==> config.mk <==
export PLATFORM = sky130hd
export DESIGN_NAME = mips_bus_arbiter
export DESIGN_NICKNAME = d
export VERILOG_FILES = /design/src/rtl/mips_cpu_definitions.sv /design/src/rtl/mips_bus_starve_counter.sv /design/src/rtl/mips_bus_arbiter.sv
export SDC_FILE = /design/constraint.sdc
export NUM_CORES = 1
export LEC_CHECK = 0
export BUFFER_PORTS_ARGS = -buffer_cell sky130_fd_sc_hd__buf_2
export CAP_MARGIN = 25
export CORE_AREA = 2 2 107 109
export CTS_BUF_LIST = sky130_fd_sc_hd__clkbuf_8
export DETAILED_ROUTE_END_ITERATION = 7
export DIE_AREA = 0 0 109 111
export PLACE_DENSITY_LB_ADDON = 0.25
export SLEW_MARGIN = 20
export SYNTH_ARGS = -nofsm -noshare
export SYNTH_HDL_FRONTEND = slang
export SYNTH_HIERARCHICAL = 1
export SYNTH_SLANG_ARGS = --single-unit
==> constraint.sdc <==
create_clock -name clk -period 1.7 [get_ports clk]
set_input_delay 0.34 -clock clk [delete_from_list [all_inputs] [get_ports clk]]
set_output_delay 0.34 -clock clk [all_outputs]
set_load 0.01 [all_outputs]
==> src/rtl/mips_cpu_definitions.sv <==
// Shared types and constants for the MIPS CPU bus interface logic.
package mips_cpu_definitions;

   typedef enum logic [1:0] {
      ARB_IDLE,
      ARB_FETCH,
      ARB_DATA
   } arb_state_t;

   localparam logic [3:0] BE_WORD = 4'b1111;

endpackage

==> src/rtl/mips_bus_starve_counter.sv <==
// Saturating counter of arbitration losses suffered by a pending fetch.
module mips_bus_starve_counter #(
   parameter int unsigned LIMIT = 4
) (
   input  logic       clk,
   input  logic       reset,
   input  logic       inc,
   input  logic       clr,
   output logic [3:0] count,
   output logic       at_limit
);

   localparam logic [3:0] LIMIT_4 = 4'(LIMIT);

   // NOTE: state registers use non-blocking assignments so every flop samples pre-edge values.
   always_ff @(posedge clk) begin
      if (!reset) begin
         count <= '0;
      end else if (clr) begin
         count <= '0;
      end else if (inc && (count != LIMIT_4)) begin
         count <= count + 4'd1;
      end
   end

   assign at_limit = (count == LIMIT_4);

endmodule

==> src/rtl/mips_bus_arbiter.sv <==
// Arbitrates the single Avalon master port between instruction fetch and data access.
module mips_bus_arbiter
   import mips_cpu_definitions::*;
#(
   parameter int unsigned STARVE_LIMIT = 4
) (
   input  logic        clk,
   input  logic        reset,
   input  logic [31:0] i_address,
   input  logic        i_read,
   output logic        i_waitrequest,
   output logic [31:0] i_readdata,
   input  logic [31:0] d_address,
   input  logic        d_read,
   input  logic        d_write,
   input  logic [31:0] d_writedata,
   input  logic [3:0]  d_byteenable,
   output logic        d_waitrequest,
   output logic [31:0] d_readdata,
   output logic [31:0] address,
   output logic        read,
   output logic        write,
   output logic [31:0] writedata,
   output logic [3:0]  byteenable,
   input  logic        waitrequest,
   input  logic [31:0] readdata,
   output logic        grant_data,
   output logic        protocol_error
);

   localparam logic [3:0] LIMIT_4 = 4'(STARVE_LIMIT);

   arb_state_t state;
   logic       data_req;
   logic       data_both;
   logic       fetch_wins;
   logic       starve_inc;
   logic       starve_clr;
   logic [3:0] starve_cnt;
   logic       starve_at_limit;

   assign data_req   = d_read ^ d_write;
   assign data_both  = d_read & d_write;
   assign fetch_wins = i_read && (!data_req || starve_at_limit);
   assign starve_clr = (state == ARB_IDLE) && fetch_wins;
   assign starve_inc = (state == ARB_IDLE) && i_read && data_req && (starve_cnt != LIMIT_4);

   mips_bus_starve_counter #(
      .LIMIT (STARVE_LIMIT)
   ) u_starve (
      .clk      (clk),
      .reset    (reset),
      .inc      (starve_inc),
      .clr      (starve_clr),
      .count    (starve_cnt),
      .at_limit (starve_at_limit)
   );

   always_ff @(posedge clk) begin
      if (!reset) begin
         state          <= ARB_IDLE;
         protocol_error <= 1'b0;
      end else begin
         if (data_both) protocol_error <= 1'b1;
         case (state)
            ARB_IDLE: begin
               if (fetch_wins)    state <= ARB_FETCH;
               else if (data_req) state <= ARB_DATA;
            end
            ARB_FETCH, ARB_DATA: begin
               // Grant is held until the slave accepts; a dropped request cannot abort it.
               if (!waitrequest) state <= ARB_IDLE;
            end
            default: state <= ARB_IDLE;
         endcase
      end
   end

   // NOTE: every output gets a default first so no path through the case infers a latch.
   always_comb begin
      address       = '0;
      read          = 1'b0;
      write         = 1'b0;
      writedata     = '0;
      byteenable    = '0;
      grant_data    = 1'b0;
      i_waitrequest = 1'b1;
      d_waitrequest = 1'b1;
      i_readdata    = '0;
      d_readdata    = '0;
      case (state)
         ARB_FETCH: begin
            address       = i_address;
            read          = 1'b1;
            byteenable    = BE_WORD;
            i_readdata    = readdata;
            i_waitrequest = waitrequest;
         end
         ARB_DATA: begin
            address       = d_address;
            read          = d_read;
            write         = d_write;
            writedata     = d_writedata;
            byteenable    = d_byteenable;
            grant_data    = 1'b1;
            d_readdata    = readdata;
            d_waitrequest = waitrequest;
         end
         default: ;
      endcase
   end

endmodule

---- Word-level counts from Yosys, hierarchy flattened ----
Index checks and enable logic that the tools add are counted.
cells by class
  mux-type cells .......................... 14
  equal/unequal tests ..................... 6
  reductions and logical operators ........ 12
  bitwise logic cells ..................... 3
  $add $sub $neg .......................... 1
operator list
  cell                                                   number
  2-to-1 mux 32 bit                                      3
  case mux 32 bit (2 select lines)                       1
  case mux 4 bit (2 select lines)                        1
  logical AND 1 bit                                      6
  2-to-1 mux 2 bit                                       3
  adder 4 x 1 -> 4 bit, second input constant            1
  equality test 4 x 3 -> 1 bit, second input constant    1
  2-to-1 mux 1 bit                                       4
  inequality test 4 x 3 -> 1 bit, second input constant  1
  case mux 2 bit (2 select lines)                        1
  OR reduction 2 bit                                     2
  inequality test 3 bit, second input constant           1
  equality test 2 x 1 -> 1 bit, second input constant    1
  equality test 2 bit, second input constant             1
  logical NOT 2 bit                                      1
  inequality test 2 bit, second input constant           1
  case mux 1 bit (2 select lines)                        1
  AND reduction 2 bit                                    1
  AND 1 bit                                              1
  logical NOT 1 bit                                      1
  logical OR 1 bit                                       1
  inverter 1 bit                                         1
  XOR 1 bit                                              1
word-level totals
  flip-flop bits (word level) ............. 7
  word-level logic and storage cells ...... 39

---- Logic depth before layout (Yosys ltp) ----
  word-level depth ........................ 6
  gate-level depth with buffers ........... 8

---- Hierarchy ----
The synthesis kept the hierarchy.
modules (own cells, without submodules)
  module                   instances  cells each  seq. area each (µm²)  area each (µm²)
  mips_bus_arbiter         1          221         60.1                  1,438.9
  mips_bus_starve_counter  1          26          80.1                  203.9

---- Worst setup path after synthesis ----
OpenSTA, ideal clock, no wires.
  kind .................................... in2reg
  start point ............................. in d_read
  end point ............................... reg u_starve.count[3]
  setup slack ............................. -0.006 ns
  required time ........................... 1.630 ns
  buffers on the path ..................... 0
  cell stages on the path ................. 5
  arrival ................................. 1.636 ns
  cells stage by stage .................... ha_1 > nor3b_1 > nand4_1 > or3_1 > a21oi_1
between the ends
  elaborated cells on any way between the ends .. 9
RTL lines
  element                          line                           RTL
  from (decl)                      mips_bus_arbiter.sv:14         input logic d_read,
  XOR 1 bit                        mips_bus_arbiter.sv:42         assign data_req = d_read ^ d_write;
  logical AND 1 bit (2 in series)  mips_bus_arbiter.sv:46         assign starve_inc = (state == ARB_IDLE) && i_read && data_req && (starve_cnt != LIMIT_4);
  named net starve_inc             mips_bus_arbiter.sv:37         logic starve_inc;
  logical AND 1 bit                mips_bus_starve_counter.sv:21  end else if (inc && (count != LIMIT_4)) begin
  to (signal assigned)             mips_bus_starve_counter.sv:22  count <= count + 4'd1;
  to (decl)                        mips_bus_starve_counter.sv:9   output logic [3:0] count,
The timed path passes the listed nets, and every way through them passes these cells.
A chain may end at the register's enable or synchronous reset.

---- Final worst setup path ----
  start point ............................. reg state[1]
  end point ............................... out address[10]
between the ends
  longest elaborated chain between the ends .. 2
  elaborated cells on any way between the ends .. 3
ends and longest elaborated chain
  element                                                                     line                    RTL
  from (decl)                                                                 mips_bus_arbiter.sv:33  arb_state_t state;
  from (signal assigned)                                                      mips_bus_arbiter.sv:61  state <= ARB_IDLE;
  from (signal assigned)                                                      mips_bus_arbiter.sv:67  if (fetch_wins) state <= ARB_FETCH;
  from (signal assigned)                                                      mips_bus_arbiter.sv:68  else if (data_req) state <= ARB_DATA;
  equality test 2 bit / equality test 2 x 1 -> 1 bit (equally long branches)  mips_bus_arbiter.sv:91  case (state)
  case mux 32 bit (2 select lines) *                                          mips_bus_arbiter.sv:91
  to (decl)                                                                   mips_bus_arbiter.sv:20  output logic [31:0] address,
Every way passes the cells marked *; elsewhere a longest branch is shown, timed or not.

==> results_dict.tcl <==
set metrics [dict create \
    criticalPathCategory "flip-flop to primary output" \
    timing.rr.end "u_starve/count[2]" \
    clock-sinks 7 \
    synth_fp_nets 391 \
    final-seq-area_um2 146 \
    grt_use_total_pct 13.5 \
    drv_cap 0 \
    gp_congestion 0.831 \
    avgSynthCellArea_um2 6.65 \
    antenna_found_initial 4 \
    vdd_drop_max_mv 0.294 \
    rows 39 \
    hold_path_end "state[0]" \
    ctsRootBufferMaster "clkbuf_8" \
    routed_wl_um 10700 \
    holdPathStages 2 \
    slew_headroom_pct 73.5 \
    fp.dieH_um 111 \
    crit_fanout 9 \
    grt_max_degree 43 \
    reg2reg_depth 8 \
    reg2reg_slack_ns 0.13 \
    arrival_ns 1.53 \
    die_w_um 109 \
    status "finished, violations left" \
    fmax_mhz 536 \
    end_kind "primary output" \
    worst_pin_slew_ns 0.392 \
    p_leak_nw 2.22 \
    startpoint_type "flip-flop" \
    setup_viol 91 \
    cts_tree "yes" \
    die-area_mm2 0.0121 \
    layout-drive-gt1-share_pct 72.3 \
    cts-hold-fix-buffers 0 \
    io_buffer_count 275 \
    drt_first_pass_iters 4 \
    cp.required_ns 1.36 \
    nNetsFinal 675 \
    dpl_cell_area_mm2 0.00319 \
    preCtsSetupSlack_ns 0.0386 \
    synth_seq_cells 7 \
    routed_via_density 4.24 \
    hpwl_um 7060 \
    rsz0062_at_grt "yes" \
    finalCriticalPeriod_ns 1.87 \
    hold_class "primary input to flip-flop" \
    grt_pass1_wl_um 13000 \
    cts-htree-levels 1 \
    num_vias 2872 \
    r2r_start "u_starve/count[1]" \
    synthTopCellsByArea "and2_1, a22oi_1, nor2b_1" \
    hold_viol 0 \
    initial_core_util_pct 14.8 \
    final.period_utilization_pct 110 \
    fin_ws_ns -0.167 \
    yosys.area.top_type "and2_1" \
    p_per_area_mw_per_mm2 540 \
    final_area_mm2 0.00426 \
    min_from "reset" \
    clkTransAtPathRegs_ns 0.04 \
    wl_per_cell_um 15.8 \
    area_growth_syn_to_layout_pct 159 \
    yosysSeqAreaShare_pct 8.53 \
    maxSlewViolCount 0 \
    clk_latency_ns 0.23 \
    ys_warn_count 6 \
    fillers 1107 \
    ant_nets 0 \
    synth_top_cell_area_share_pct 36.9 \
    multi_input_area_mm2 0.00163 \
    drt-initial-drc-count 200 \
    syn_inst 247 \
    finalCoreUtilization_pct 38.4 \
    gr-total-overflow 0 \
    drc_errors 0 \
    violations "setup timing" \
    fin_worst_skew_ns 0.000269 \
    ys_types 26 \
    cts_buffers 3 \
    grt_pass1_vias 2493 \
    syn_area_mm2 0.00164 \
    ios 276 \
    cts_max_path_buffers 2 \
    coreArea_mm2 0.0111 \
]
## placed cells by master, fill, tap and decap left out, drive strengths merged
master	instances
nor4b	1
nand3b	1
nand4	1
nor3b	1
buf	295
a211oi	2
a22oi	32
ha	6
and2	97
o21ai	3
or3	1
nor2	4
nor3	1
inv	9
clkbuf	10
a31o	1
a21oi	10
and2b	1
nand2	3
nand3	3
diode	4
nand2b	4
nor2b	37
dfxtp	7
## cell usage after synthesis (all sizes together)
cell,number
o21ai,3
a22oi,32
dfxtp,7
inv,8
a21oi,10
nor2b,37
or3,1
nand2,3
and2,97
and2b,1
a211oi,2
clkbuf,13
nand3b,1
nand2b,4
nand4,1
nor3b,1
nor2,4
nand3,3
ha,6
a31o,1
buf,10
nor4b,1
nor3,1
## cells by family after synthesis
family / synth area share, %
buffers and inverters: 8.84
flip-flops: 8.53
AO/OA/AOI/OAI: 20.0
adder cells (fa/ha/maj): 4.57
AND/OR/NAND/NOR: 58.0
## flip-flops by register name (all words and copies together) (netlist names)
| name | cells |
|---|---|
| state | 2 |
| u_starve/count | 4 |
| protocol_error | 1 |
## layer usage
layer	part of all wire (%)	GRT usage, %	vias to the layer above
met3	6.8	2.00	9
met1	41	16.5	1324
met2	51	24.9	149
li1	-	-	1390
met5	0	0	-
met4	1.2	2.14	0
## metrics by stage
| step | power, mW | TNS (ns) | hold WS [ns] | cells |
|---|---|---|---|---|
| 2_1_floorplan | 0.851 | 0 | 0.453 | 247 |
| 3_3_place_gp | 1.36 | 0 | 0.458 | 650 |
| 3_5_place_dp | 1.36 | 0 | 0.459 | 650 |
| 4_1_cts | 1.89 | -4.65 | 0.386 | 663 |
| 5_1_grt | 2.45 | -13.33 | 0.395 | 676 |
| 6_report | 2.30 | -5.86 | 0.393 | 677 |
## timing repair
action	CTS	global route
endpoints found under the hold margin	0	0
endpoints found under the setup margin	128	132
gates cloned	5	9
setup buffers	4	1
pin swaps	3	50
resized for setup	35	103
## worst max-delay path: stages, from the launching register on
cell	delay (ns)
dfxtp_4	0.37
inv_4	0.05
ha_4	0.36
clkbuf_16	0.18
nor2b_1	0.16
buf_2	0.17
## worst max-delay path by stage
stage,end,depth (start not counted),from
after global placement,address[15],5,state[1]
after detailed placement,address[15],6,state[0]
after global routing,address[10],5,state[1]
after CTS,i_readdata[12],5,state[0]
final,address[10],5,state[1]
after floorplan,address[0],5,state[1]
## report_power, final
group | switching (mW) | internal, mW | total [mW] | leakage, nW
registers | 0.0125 | 0.178 | 0.191 | 0.0587
clock network | 0.0762 | 0.156 | 0.233 | 0.0269
logic | 0.806 | 1.07 | 1.87 | 2.13
## layout make-up
| type | count | area share, % |
|---|---|---|
| clock buffer | 3 | 0.970 |
| multi-input combinational | 209 | 38.4 |
| timing repair buffer | 302 | 51.9 |
| inverter | 8 | 0.823 |
| tap | 143 | 4.20 |
| clock inverter | 1 | 0.0882 |
| sequential | 7 | 3.44 |
| antenna | 4 | 0.235 |
(Power assumes the default switching activity.)
